==> config.mk <==
export PLATFORM = sky130hd
export DESIGN_NAME = ssd_instr_batcher
export DESIGN_NICKNAME = d
export VERILOG_FILES = /design/src/rtl/ssd_instr_batcher.sv
export SDC_FILE = /design/constraint.sdc
export NUM_CORES = 1
export LEC_CHECK = 0
export CAP_MARGIN = 0
export CORE_AREA = 10 10 374 376
export DETAILED_ROUTE_END_ITERATION = 10
export DIE_AREA = 0 0 384 386
export PLACE_DENSITY_LB_ADDON = 0.08
export SYNTH_ARGS = -nofsm -noshare
export SYNTH_HDL_FRONTEND = slang
export SYNTH_SLANG_ARGS = --single-unit
==> constraint.sdc <==
create_clock -name aclk -period 5.8 [get_ports aclk]
set_clock_uncertainty 0.05 [all_clocks]
set_input_delay 1.16 -clock aclk [delete_from_list [all_inputs] [get_ports aclk]]
set_output_delay 1.16 -clock aclk [all_outputs]
set_load 0.005 [all_outputs]
==> src/rtl/ssd_instr_batcher.sv <==
// Packs incoming SSD instructions into fixed-size batches on an AXI-stream:
// one instruction per beat, zero padding, then a trailer beat carrying tlast.
module ssd_instr_batcher #(
  parameter int unsigned MAX_BEATS      = 64,
  parameter int unsigned TIMEOUT_CYCLES = 1024,
  parameter int unsigned DATA_BITS      = 512,
  parameter int unsigned INSTR_BITS     = 418
) (
  input  logic                  aclk,
  input  logic                  aresetn,
  input  logic [INSTR_BITS-1:0] instr_in,
  input  logic                  instr_valid,
  output logic                  instr_ready,
  input  logic                  flush,
  output logic [DATA_BITS-1:0]  m_axis_tdata,
  output logic                  m_axis_tvalid,
  input  logic                  m_axis_tready,
  output logic                  m_axis_tlast,
  output logic [31:0]           batch_count,
  output logic                  busy
);

  localparam int unsigned BW = $clog2(MAX_BEATS + 1);
  localparam int unsigned TW = $clog2(TIMEOUT_CYCLES + 1);
  localparam logic [BW-1:0] LastIdx  = BW'(MAX_BEATS - 1);
  localparam logic [TW-1:0] TimerMax = TW'(TIMEOUT_CYCLES - 1);
  localparam logic [31:0]   Magic    = 32'h5D1E_7A11;

  typedef enum logic [1:0] {StIdle, StFill, StPad, StTrail} state_e;

  state_e               state_q, state_d;
  logic [BW-1:0]        beat_idx_q, beat_idx_d;
  logic [BW-1:0]        cnt_q, cnt_d;
  logic [TW-1:0]        timer_q, timer_d;
  logic [31:0]          seq_q, seq_d;
  logic [31:0]          bcnt_q, bcnt_d;
  logic [DATA_BITS-1:0] tdata_q, tdata_d;
  logic                 tvalid_q, tvalid_d;
  logic                 tlast_q, tlast_d;

  logic                 load_ok;
  logic                 accept;
  logic [DATA_BITS-1:0] instr_beat;
  logic [DATA_BITS-1:0] trailer_beat;

  // Handshake qualifiers and the two non-trivial beat formats.
  always_comb begin
    load_ok     = !tvalid_q || m_axis_tready;
    // Gated by aresetn so nothing is accepted while reset is held.
    instr_ready = aresetn && ((state_q == StIdle) || (state_q == StFill)) && load_ok &&
                  (beat_idx_q < LastIdx);
    accept      = instr_valid && instr_ready;
    instr_beat  = '0;
    instr_beat[INSTR_BITS-1:0] = instr_in;
    trailer_beat = '0;
    trailer_beat[15:0]  = 16'(cnt_q);
    trailer_beat[47:16] = seq_q;
    trailer_beat[DATA_BITS-1 -: 32] = Magic;
  end

  // Next-state logic for the batch FSM and the single output register.
  always_comb begin
    state_d    = state_q;
    beat_idx_d = beat_idx_q;
    cnt_d      = cnt_q;
    timer_d    = timer_q;
    seq_d      = seq_q;
    bcnt_d     = bcnt_q;
    tdata_d    = tdata_q;
    tvalid_d   = tvalid_q;
    tlast_d    = tlast_q;
    if (tvalid_q && m_axis_tready) begin
      tvalid_d = 1'b0;
      tlast_d  = 1'b0;
    end
    unique case (state_q)
      StIdle, StFill: begin
        if (accept) begin
          tdata_d    = instr_beat;
          tvalid_d   = 1'b1;
          tlast_d    = 1'b0;
          beat_idx_d = beat_idx_q + BW'(1);
          cnt_d      = cnt_q + BW'(1);
          timer_d    = '0;
          // A full batch needs no padding even if flush coincides.
          if (beat_idx_d == LastIdx) begin
            state_d = StTrail;
          end else if (flush && (state_q == StFill)) begin
            state_d = StPad;
          end else begin
            state_d = StFill;
          end
        end else if (state_q == StFill) begin
          timer_d = timer_q + TW'(1);
          if (flush || (timer_q == TimerMax)) begin
            state_d = StPad;
            timer_d = '0;
          end
        end
      end
      StPad: begin
        if (load_ok) begin
          tdata_d    = '0;
          tvalid_d   = 1'b1;
          tlast_d    = 1'b0;
          beat_idx_d = beat_idx_q + BW'(1);
          if (beat_idx_d == LastIdx) state_d = StTrail;
        end
      end
      StTrail: begin
        // tlast in the register marks the trailer as already loaded.
        if (tvalid_q && tlast_q) begin
          if (m_axis_tready) begin
            state_d    = StIdle;
            beat_idx_d = '0;
            cnt_d      = '0;
            seq_d      = seq_q + 32'd1;
            bcnt_d     = bcnt_q + 32'd1;
          end
        end else if (load_ok) begin
          tdata_d  = trailer_beat;
          tvalid_d = 1'b1;
          tlast_d  = 1'b1;
        end
      end
      default: state_d = StIdle;
    endcase
  end

  // State and output registers; reset drops any partial batch.
  always_ff @(posedge aclk or negedge aresetn) begin
    if (!aresetn) begin
      state_q    <= StIdle;
      beat_idx_q <= '0;
      cnt_q      <= '0;
      timer_q    <= '0;
      seq_q      <= '0;
      bcnt_q     <= '0;
      tdata_q    <= '0;
      tvalid_q   <= 1'b0;
      tlast_q    <= 1'b0;
    end else begin
      state_q    <= state_d;
      beat_idx_q <= beat_idx_d;
      cnt_q      <= cnt_d;
      timer_q    <= timer_d;
      seq_q      <= seq_d;
      bcnt_q     <= bcnt_d;
      tdata_q    <= tdata_d;
      tvalid_q   <= tvalid_d;
      tlast_q    <= tlast_d;
    end
  end

  assign m_axis_tdata  = tdata_q;
  assign m_axis_tvalid = tvalid_q;
  assign m_axis_tlast  = tlast_q;
  assign batch_count   = bcnt_q;
  assign busy          = (state_q != StIdle) || tvalid_q;

endmodule

==> results of run 1 <==
## cells by family after synthesis
logic type,Yosys count,synth area share (%)
AO/OA/AOI/OAI,473,11.7
XOR/XNOR,68,2.64
adder cells (fa/ha/maj),6,0.333
buffers and inverters,640,13.0
flip-flops,512,56.8
multiplexers,43,2.12
other,1,0.0166
AND/OR/NAND/NOR,611,13.4
## cells in the final DEF (no fill, tap or decap), types with 6 or more instances in the layout
cell type        instances
nand2_1                 90
o2bb2ai_1               41
nand4_1                 17
clkbuf_1                12
nand3_1                411
diode_2                  9
inv_1                  391
and3_1                  14
xnor2_1                 45
clkinv_2                10
clkbuf_8                22
mux2_2                   9
nor2_1                  34
dfrtp_1                511
clkbuf_16               76
nor3_1                  13
a21oi_1                 13
ha_1                     6
buf_4                   28
buf_12                  13
xor2_1                  23
mux2_1                  30
clkdlybuf4s50_1        891
o21ai_0                198
o21ai_1                193
conb_1                  78
## layout make-up
| class | count | share of cell area, % |
|---|---|---|
| well taps | 1768 | 6.23 |
| clock buffers | 110 | 6.34 |
| inverters | 392 | 4.16 |
| clock inverters | 20 | 0.645 |
| diodes | 9 | 0.0634 |
| flip-flops and latches | 512 | 36.1 |
| repair buffers | 933 | 26.5 |
| multi-input cells | 1279 | 20.0 |
## state kept, by name, summed over array words and instances (netlist names), 2 cells and up
| name | count |
|---|---|
| m_axis_tdata | 419 |
| batch_count | 32 |
| state_q | 2 |
| seq_q | 32 |
| cnt_q | 7 |
| beat_idx_q | 7 |
| timer_q | 11 |
## metrics by stage
step / utilization (%) / std cells
6_report: 26.8 / 5023
5_1_grt: 26.8 / 5022
4_1_cts: 26.8 / 5014
3_5_place_dp: 24.9 / 4884
3_3_place_gp: 24.9 / 4884
2_1_floorplan: - / 2431
## worst max path at each step
stage               cells after the start                      endpoint
floorplan                               3                   instr_ready
global placement                        9  m_axis_tdata[48]$_DFFE_PN0P_
detailed placement                      9  m_axis_tdata[62]$_DFFE_PN0P_
CTS                                     4                   instr_ready
global route                            4                   instr_ready
finish                                  4                   instr_ready
## power by group
part	switching (uW)	total, uW	internal (uW)
Combinational	226	529	303
Clock	1820	4640	2820
Sequential	20.8	3610	3590
## per-layer routing
metal	wire [um]	global-route usage [%]	vias up
met3	11200	6.79	172
li1	-	-	9284
met2	50800	22.3	661
met1	43100	16.0	9301
met5	333	0	-
met4	2640	4.06	48
==> flow_metrics.tcl, run 1 <==
set metrics [dict create \
    synth-async-reset-ratio_pct 100 \
    antenna_found_initial 40 \
    dominantRegCellSynth "dfrtp_1" \
    startpoint "m_axis_tready" \
    drt_pass1_iterations 5 \
    cts_num_sinks 512 \
    hold_viol_final 0 \
    power_density_mw_per_mm2 247 \
    drc 0 \
    nets 3620 \
    yosysUniqueCellTypes 54 \
    core-area_mm2 0.133 \
    crit_arrival_ns 2.98 \
    synthCells 2354 \
    dpl_cell_area_mm2 0.0330 \
    yosys-top-cells-area "dfrtp_1 (57%), nand3_1 (9.1%), inv_1 (6.5%)" \
    worstSetupStartpointType "primary input" \
    die_h_um 386 \
    routed_wl_mm 108 \
    synth_area_mm2 0.0226 \
    cts_tree "done" \
    area_growth_pct 57.5 \
    place_ws_ns 1.45 \
    avgSynthCellArea_um2 9.58 \
    yosysWarnings 0 \
    slew_violations 0 \
    post_cts_buffers 0 \
    port_buffers 892 \
    grt_util_all_layers_pct 13.8 \
    hp-class "primary input to asynchronous set/reset pin" \
    regArea_mm2 0.0128 \
    ff2ff_setup_slack_ns 2.78 \
    synth_seq_area_share_pct 56.8 \
    clockBufferDepth 3 \
    wl_per_cell_um 21.5 \
    num_rows 134 \
    fmax_mhz 239 \
    reg2reg_to "m_axis_tdata[308]$_DFFE_PN0P_" \
    cpLargestDelayFamily "buffers and inverters" \
    slew_headroom_pct 27.3 \
    finalInstanceArea_mm2 0.0355 \
    worstSetupPathType "primary input to primary output" \
    synth-seq-cells 512 \
    root_buffer "clkbuf_16" \
    multiInputGateArea_mm2 0.00710 \
    finalSetupTns_ns 0 \
    drtIter0Drc 948 \
    die-area_mm2 0.148 \
    path_clk_slew_ns 0.06 \
    synth.most_common_cell "dfrtp_1" \
    ios 971 \
    cts_resized 0 \
    leakage_uw 0.0141 \
    period_needed_ns 4.19 \
    critPathBufInv 2 \
    cp.required_ns 4.59 \
    critical_path.max_fanout 6 \
    ctsHoldBuffers 0 \
    fin_crit_sh_pct 72.2 \
    yosys.area.top_type "dfrtp_1" \
    dp_hpwl_mm 79.3 \
    fin_ws_ns 1.61 \
    rsz0062_at_grt "false" \
    synth_edf_count 0 \
    rr_worst_depth 5 \
    endpoint_kind "primary output" \
    slowest_delay_ns 0.65 \
    place_congestion 0.745 \
    finalSetupViolCount 0 \
    slowest_stage "clkdlybuf4s50_1" \
    grt_overflow 0 \
    cts_max_level 3 \
    n_fill_cell 14233 \
    die_w_um 384 \
    start_util_pct 17.0 \
    num_vias 19466 \
    worstReg2RegStart "state_q[1]$_DFFE_PN0P_" \
    cp_cell_sequence "clkdlybuf4s50_1 -> and2b_1 -> a2111oi_4 -> clkdlybuf4s50_1" \
    hold_ws_ns 0.292 \
    synth_common_cells "dfrtp_1 (512), nand3_1 (411), inv_1 (391)" \
    maxCapViolCount 0 \
    ant_nets 0 \
    grt_start_max_net_pins 144 \
    finalPower_uw 8770 \
    drive_above_1_share_pct 5.51 \
    synth_top_area_share_pct 56.8 \
    vias_per_cell 3.88 \
    tightest_slew_ns 1.09 \
    grt_pass1_vias 20457 \
    cts_inserted_buffers 73 \
    cp_common_cell "clkdlybuf4s50_1" \
    irDropWorstVdd_v 0.000178 \
    grt_pass1_wl_mm 152 \
    insertion_delay_ns 0.65 \
    outcome "complete, no violations" \
]
Note: power is estimated with default switching activity, not from simulation.
==> run 2, diff against run 1 <==
==> constraint.sdc (replaced) <==
create_clock -name aclk -period 4.3 [get_ports aclk]
set_clock_uncertainty 0.05 [all_clocks]
set_input_delay 0.86 -clock aclk [delete_from_list [all_inputs] [get_ports aclk]]
set_output_delay 0.86 -clock aclk [all_outputs]
set_load 0.005 [all_outputs]
==> flow_metrics.tcl, run 2 (synthesis gave the netlist of run 1 again) <==
set metrics [dict create \
    crit_arrival_ns 3.04 \
    grt_pass1_wl_mm 154 \
    period_needed_ns 3.95 \
    leakage_uw 0.0141 \
    num_vias 19438 \
    power_density_mw_per_mm2 323 \
    rsz0062_at_grt "false" \
    worstSetupPathType "primary input to primary output" \
    num_rows 134 \
    final_common_cell "clkdlybuf4s50_1" \
    slew_headroom_pct 33.1 \
    finalSetupTns_ns 0 \
    slowest_stage "dlygate4sd3_1" \
    cts_num_sinks 512 \
    cpLargestDelayFamily "buffers and inverters" \
    antenna_found_initial 42 \
    cp_cell_sequence "dlygate4sd3_1 -> buf_8 -> nand2b_1 -> a2111oi_4 -> buf_4 -> clkdlybuf4s50_1" \
    place_congestion 0.754 \
    cts_max_level 3 \
    irDropWorstVdd_v 0.000230 \
    drtIter0Drc 845 \
    start_util_pct 17.0 \
    slew_violations 0 \
    clockBufferDepth 3 \
    fin_crit_sh_pct 91.8 \
    finalSetupViolCount 0 \
    dp.cells 4901 \
    fin_cells 5035 \
    insertion_delay_ns 0.63 \
    n_fill_cell 14254 \
    drt_pass1_iterations 5 \
    dp_hpwl_mm 80.8 \
    final_cell_mix "clkdlybuf4s50_1 (891), dfrtp_1 (511), nand3_1 (411)" \
    area_growth_pct 57.3 \
    outcome "complete, no violations" \
    hp-class "flop to flop" \
    grt_overflow 0 \
    drive_above_1_share_pct 5.59 \
    path_clk_slew_ns 0.05 \
    core-area_mm2 0.133 \
    tightest_slew_ns 1.00 \
    grt_pass1_vias 20813 \
    routed_wl_mm 109 \
    die_h_um 386 \
    critical_path.max_fanout 23 \
    worstSetupStartpointType "primary input" \
    drc 0 \
    maxCapViolCount 0 \
    hold_viol_final 0 \
    endpoint_kind "primary output" \
    fmax_mhz 253 \
    root_buffer "clkbuf_16" \
    port_buffers 892 \
    grt_util_all_layers_pct 14.0 \
    vias_per_cell 3.86 \
    hold_ws_ns 0.419 \
    slowest_delay_ns 0.62 \
    largest_reg_flops 419 \
    nets 3637 \
    cts_tree "done" \
    ant_nets 0 \
    critPathBufInv 4 \
    ios 971 \
    cp.required_ns 3.39 \
    die_w_um 384 \
    grt_start_max_net_pins 153 \
    cts_resized 0 \
    cts_inserted_buffers 72 \
    die-area_mm2 0.148 \
    wl_per_cell_um 21.7 \
]
-- run 2: changes by cell type in the layout (fill, tap and decap cells not counted), moves of 2 or more --
cell,previous run,this run
buf_4,28,42
clkbuf_16,76,74
clkbuf_1,12,20
buf_12,13,16
bufinv_16,3,0
clkbuf_8,22,15
-- run 2: routing by layer --
layer  GRT usage (%)  share of wire, %
met5               0              0.25
met4            4.34               2.3
met3            6.76                11
met2            22.6                47
met1            16.1                40
-- run 2: stage by stage --
| stage | instance area, um2 | power [uW] | setup slack [ns] | utilization, % |
|---|---|---|---|---|
| finish | 35500 | 11400 | 0.353 | 26.8 |
| global route | 35500 | 12000 | 0.238 | 26.8 |
| CTS | 35500 | 11800 | 0.323 | 26.7 |
| detailed placement | 33200 | 5680 | 0.587 | 25.0 |
| global placement | 33200 | 5690 | 0.609 | 25.0 |
| floorplan | 22800 | 5150 | 1.73 | - |
-- run 2: worst register-to-register path, cell delays in order, from the launching register on --
cell       delay (ns)
dfrtp_1          0.44
and3_1           0.25
a2111oi_4        0.34
buf_4            0.27
a21oi_2          0.17
nor2_4           0.22
buf_12           0.20
buf_4            0.31
mux2_1           0.36
-- run 2: worst paths after layout --
path                                             start                       endpoint  slack, ns  cells after the start
max                                            aresetn                    instr_ready       0.35                      6
max in group asynchronous                      aresetn  m_axis_tdata[403]$_DFFE_PN0P_       1.40                      4
min reg2reg                batch_count[31]$_DFFE_PN0P_    batch_count[31]$_DFFE_PN0P_       0.42                      1
min                        batch_count[31]$_DFFE_PN0P_    batch_count[31]$_DFFE_PN0P_       0.42                      1
max reg2reg                  beat_idx_q[3]$_DFFE_PN0P_   m_axis_tdata[44]$_DFFE_PN0P_       1.56                      8
min in group asynchronous                      aresetn  m_axis_tdata[159]$_DFFE_PN0P_       0.69                      2
-- run 2: area by class of cell --
cell class | instances | area, um2 | area share, %
Clock buffer | 109 | 2130 | 6.01
Sequential cell | 512 | 12800 | 36.1
Inverter | 392 | 1480 | 4.17
Timing Repair Buffer | 951 | 9580 | 27.0
Clock inverter | 15 | 144 | 0.406
Antenna cell | 9 | 22.5 | 0.0635
Tap cell | 1768 | 2210 | 6.23
Multi-Input combinational cell | 1279 | 7100 | 20.0
-- run 2: power by group --
| part | internal (uW) | switching, uW | total (uW) |
|---|---|---|---|
| clock | 3430 | 2430 | 5860 |
| combinational | 412 | 305 | 718 |
| sequential | 4840 | 27.3 | 4860 |
| total | 8680 | 2770 | 11400 |
-- run 2: repair_timing --
action                                  4_1_cts  5_1_grt
endpoints found under the setup margin        0        0
hold endpoints to repair                     20        0
setup buffers                                 0        0
hold buffers                                  1        0
==> run 3, diff against run 2 <==
--- a/config.mk
+++ b/config.mk
@@ -10,6 +10,7 @@
 export DETAILED_ROUTE_END_ITERATION = 10
 export DIE_AREA = 0 0 384 386
 export PLACE_DENSITY_LB_ADDON = 0.08
+export SLEW_MARGIN = 20
 export SYNTH_ARGS = -nofsm -noshare
 export SYNTH_HDL_FRONTEND = slang
 export SYNTH_SLANG_ARGS = --single-unit
==> results of run 3 <==
The final DEF is identical to that of run 2; final timing and power are the same.
